File: src/rtl/ir_err_pkg.sv
// Shared types and constants for the IR steering-error datapath.
package ir_err_pkg;

  typedef enum logic [1:0] {
    IDLE = 2'd0,
    CALC = 2'd1,
    DONE = 2'd2
  } state_t;

  localparam int ERR_W = 17;

  localparam logic signed [ERR_W-1:0] SAT_MAX = 17'sd2047;
  localparam logic signed [ERR_W-1:0] SAT_MIN = -17'sd2048;

  // Left shift applied to channel sel: R0,L0 x1; R1,L1 x2; R2,L2 x4; R3,L3 x8
  localparam logic [7:0][1:0] SHIFT_TAB = {2'd3, 2'd3, 2'd2, 2'd2,
                                           2'd1, 2'd1, 2'd0, 2'd0};

endpackage

File: src/rtl/ir_term_sel.sv
// Combinational term generator: picks one IR channel, weights it by position
// and negates left-side channels.
module ir_term_sel
  import ir_err_pkg::*;
(
  input  logic        [2:0]       sel,
  input  logic        [11:0]      ir_r0,
  input  logic        [11:0]      ir_r1,
  input  logic        [11:0]      ir_r2,
  input  logic        [11:0]      ir_r3,
  input  logic        [11:0]      ir_l0,
  input  logic        [11:0]      ir_l1,
  input  logic        [11:0]      ir_l2,
  input  logic        [11:0]      ir_l3,
  output logic signed [ERR_W-1:0] term
);

  logic        [11:0]      raw;
  logic signed [ERR_W-1:0] mag;

  always_comb begin
    raw = 12'd0;
    case (sel)
      3'd0: raw = ir_r0;
      3'd1: raw = ir_l0;
      3'd2: raw = ir_r1;
      3'd3: raw = ir_l1;
      3'd4: raw = ir_r2;
      3'd5: raw = ir_l2;
      3'd6: raw = ir_r3;
      3'd7: raw = ir_l3;
      default: raw = 12'd0;
    endcase
    mag  = $signed({5'd0, raw}) <<< SHIFT_TAB[sel];
    term = sel[0] ? -mag : mag;
  end

endmodule

File: src/rtl/ir_err_compute.sv
// Position-weighted IR steering error, one channel per clock through a shared
// adder. Build option: IR_ERR_SAT_EN clips the result to [-2048, +2047].
module ir_err_compute
  import ir_err_pkg::*;
(
  input  logic                    clk,
  input  logic                    rst_n,
  input  logic                    IR_vld,
  input  logic                    line_present,
  input  logic        [11:0]      IR_R0,
  input  logic        [11:0]      IR_R1,
  input  logic        [11:0]      IR_R2,
  input  logic        [11:0]      IR_R3,
  input  logic        [11:0]      IR_L0,
  input  logic        [11:0]      IR_L1,
  input  logic        [11:0]      IR_L2,
  input  logic        [11:0]      IR_L3,
  output logic signed [ERR_W-1:0] error,
  output logic                    err_vld,
  output logic                    line_lost,
  output logic                    busy
);

  state_t                  state;
  logic        [2:0]       sel;
  logic signed [ERR_W-1:0] acc;
  logic signed [ERR_W-1:0] term;

  function automatic logic signed [ERR_W-1:0] clip(input logic signed [ERR_W-1:0] a);
`ifdef IR_ERR_SAT_EN
    if (a > SAT_MAX)      return SAT_MAX;
    else if (a < SAT_MIN) return SAT_MIN;
    else                  return a;
`else
    return a;
`endif
  endfunction

  ir_term_sel u_term_sel (
    .sel   (sel),
    .ir_r0 (IR_R0),
    .ir_r1 (IR_R1),
    .ir_r2 (IR_R2),
    .ir_r3 (IR_R3),
    .ir_l0 (IR_L0),
    .ir_l1 (IR_L1),
    .ir_l2 (IR_L2),
    .ir_l3 (IR_L3),
    .term  (term)
  );

  // acc cannot overflow: worst case magnitude is 4095 * 15 = 61425
  always_ff @(posedge clk or negedge rst_n) begin
    if (!rst_n) begin
      state     <= IDLE;
      sel       <= 3'd0;
      acc       <= '0;
      error     <= '0;
      err_vld   <= 1'b0;
      line_lost <= 1'b0;
    end else begin
      err_vld <= 1'b0;
      case (state)
        IDLE: begin
          if (IR_vld) begin
            acc   <= '0;
            sel   <= 3'd0;
            state <= CALC;
          end
        end
        CALC: begin
          acc <= acc + term;
          sel <= sel + 3'd1;
          if (sel == 3'd7) state <= DONE;
        end
        DONE: begin
          error     <= clip(acc);
          line_lost <= ~line_present;
          err_vld   <= 1'b1;
          state     <= IDLE;
        end
        default: state <= IDLE;
      endcase
    end
  end

  assign busy = (state != IDLE);

endmodule

File: config.mk
export PLATFORM = sky130hd
export DESIGN_NAME = ir_err_compute
export DESIGN_NICKNAME = d
export VERILOG_FILES = /design/src/rtl/ir_err_pkg.sv /design/src/rtl/ir_term_sel.sv /design/src/rtl/ir_err_compute.sv
export SDC_FILE = /design/constraint.sdc
export NUM_CORES = 1
export LEC_CHECK = 0
export ABC_AREA = 1
export CORE_MARGIN = 2
export CORE_UTILIZATION = 35
export CTS_BUF_LIST = sky130_fd_sc_hd__clkbuf_16
export CTS_CLUSTER_SIZE = 25
export DETAILED_ROUTE_END_ITERATION = 10
export HOLD_SLACK_MARGIN = 0.02
export SETUP_SLACK_MARGIN = 0.02
export SLEW_MARGIN = 20
export SYNTH_ARGS = -nofsm -noshare
export SYNTH_HDL_FRONTEND = slang
export SYNTH_SLANG_ARGS = --single-unit
File: constraint.sdc
create_clock -name clk -period 5.4 [get_ports clk]
set_input_delay 1.08 -clock clk [delete_from_list [all_inputs] [get_ports clk]]
set_output_delay 1.08 -clock clk [all_outputs]
set_load 0.1 [all_outputs]
==> qor.csv <==
stage,metric,value,unit
outcome,status,"complete, no violations",
grt,initial antenna violation count,0,
finish,Register Area,1026,sq um
floorplanning,row count,38,
clocking,Clock transition at path regs,0.06,ns
routing,routed vias/inst,5.098,
timing,Slew Limit Fails,0,
worst_setup_path,Critical Setup Path Class,flop to flop,
clocking,"Setup Fix Bufs, Post-CTS",0,
routing,drt drc,0,
finish,diode count,0,
min_path,hold path start,state[1],
synth,Ys Warns,0,
synth,Synth area leaders,"dfrtp_1, nand2_1, nand3_1",
finish,share of cells above drive strength 1,6.602,%
worst_setup_path,"most used cell, CP",nand2_1,
routing,Initial DRT Pass Iterations,4,
synth,Synth cell types,39,
floorplanning,Core ar.,10940,sq um
worst_setup_path,r2r startpoint,sel[0],
floorplanning,chip width,110.1,microns
clocking,Longest Clk Path Bufs,2,
worst_setup_path,Critical Path Start,sel[0],
worst_setup_path,Setup crit end kind,flop,
synth,Syn Area/Cell,6.461,sq um
clocking,CTS tree,built,
worst_setup_path,worst-path fanout max,13,
synth,sequential area share after synthesis,26.03,%
clocking,post-CTS sizing,0,
clocking,hold-fix buffers at CTS,0,
placement,RD Place Congestion,0.8918,
grt,GRT busiest layer,met2,
floorplanning,Die ar.,12130,sq um
routing,drt initial violations,185,
timing,Clock Skew,0.009257,ns
finish,Fillers,1130,
timing,Slew HR,35.13,%
grt,GRT Total Usage,21.67,%
finish,NumNets Final,850,
grt,vias in the first global route,4402,
clocking,clock root cell,clkbuf_16,
routing,remaining antenna violation count,0,
clocking,# H-tree levels,2,
job,max-cap viol count,0,
synth,post-synthesis cell area,3941,sq um
synth,cells after synthesis,610,
min_path,min-delay worst type,flop to flop,
floorplanning,# IOs,120,
finish,multi-input logic area,2536,sq um
finish,most frequent cells in the layout,"nand2_1, clkdlybuf4s50_1, nand3_1, inv_1, nor2_1",
timing,RSZ-0062 raised after global routing,false,
worst_setup_path,CP max stage cell,fa_1,
timing,total negative slack,0,ns
placement,PortBufs,119,
timing,fmax,211.7,MHz
timing,Final setup viols,0,
timing,Tightest Pin Transition,0.9700,ns
grt,M1 GR Usage,28.29,%
clocking,Sink Count,41,
routing,routed length per instance,14.47,microns
finish,"commonest non-fill, non-tap cell in the layout",nand2_1,
clocking,clk_lat worst skew,0.29,ns
timing,Final Hold Vio Count,0,
synth,share of the synthesized area in the top cell type,26.03,%
timing,crit share post-route,87.47,%
grt,largest net degree at the start of global routing,42,
timing,crit path time final,4.723,ns
grt,GR Util met2,37.03,%
worst_setup_path,nature of the critical path startpoint,flop,
worst_setup_path,Critical Path RT,5.54,ns
synth,#FFs+latches synth,41,
grt,total gr overflow,0,
floorplanning,Initial Util,36.04,%
grt,M3 GR Usage,3.233,%
routing,"wirelength, routed",12550,microns
routing,vias,4420,
synth,Synth Net Count,734,
synth,Synth area leader,dfrtp_1,
floorplanning,Die Ht,110.1,microns
worst_setup_path,Crit path arrival time,4.87,ns
worst_setup_path,delay of the slowest critical-path stage,0.46,ns
placement,HPWL after DPL,9772,microns
clocking,CTS buffer count,5,
finish,Area Growth Syn to Fin,38.10,%
grt,first-pass GRT wire length,20650,microns
## layer usage
layer,wire length (microns),vias up
li1,-,2248
met1,5793,2038
met2,6029,112
met3,441,22
met4,283,0
met5,0,-
## sequential cells by signal, summed over array words and instances, names as in the netlist
name       cells
err_vld        1
sel            3
acc           17
error         17
state          2
line_lost      1
## synth_stat cells, drive strengths merged
master  instances
nand2         174
nand3         101
inv            63
nor2           58
o21ai          42
dfrtp          41
a21oi          23
ha             23
buf            17
nand4          17
xor2           10
o22ai           9
clkbuf          8
xnor2           6
nor3            5
or2             3
a31oi           2
clkinv          2
a21o            1
a31o            1
fa              1
o211ai          1
o21bai          1
o31ai           1
## cell type report
cell class / count / area share, %
Clock buffer: 5 / 2.299
Clock inverter: 3 / 0.6897
Inverter: 65 / 4.483
Multi-Input combinational cell: 479 / 46.60
Sequential cell: 41 / 18.85
Tap cell: 140 / 3.218
Timing Repair Buffer: 134 / 23.86
## logic make-up after synthesis
group	count (synthesis)	synth area share, %
buffers and inverters	90	9.619
XOR/XNOR	16	3.555
adder cells (fa/ha/maj)	24	7.810
flip-flops	41	26.03
AO/OA/AOI/OAI	81	11.27
AND/OR/NAND/NOR	358	41.71
## worst paths after layout
kind	slack, ns	cells after the start	endpoint
max	0.68	27	acc[12]
min	0.45	1	state[1]
max reg2reg	0.68	27	acc[12]
min reg2reg	0.45	1	state[1]
max in group asynchronous	3.89	1	error[12]
min in group asynchronous	0.94	1	error[3]
## through the flow
stage	cell area (sq um)	utilization [%]	hold slack (ns)	instances	worst slack (ns)
after global placement	5280	48.28	0.4351	859	0.8849
after detailed placement	5280	48.28	0.4482	859	0.7303
after CTS	5443	49.77	0.4573	867	0.7056
after global routing	5443	49.77	0.4785	867	0.1471
final	5443	49.77	0.4544	867	0.6769
after floorplan	3941	-	0.4220	610	1.310
## worst max-delay path, delay by kind of cell, from the launching register on
kind	cells	cell delay, ns
AOI/OAI and AO/OA	5	0.79
adders and majority gates	3	1.12
buffers and inverters	4	0.41
DFF	1	0.38
and+or+nand+nor	15	1.87
Power is left out: the tool's default activity adds up to more than one toggle a clock period on the data nets, which glitch-free logic cannot reach.
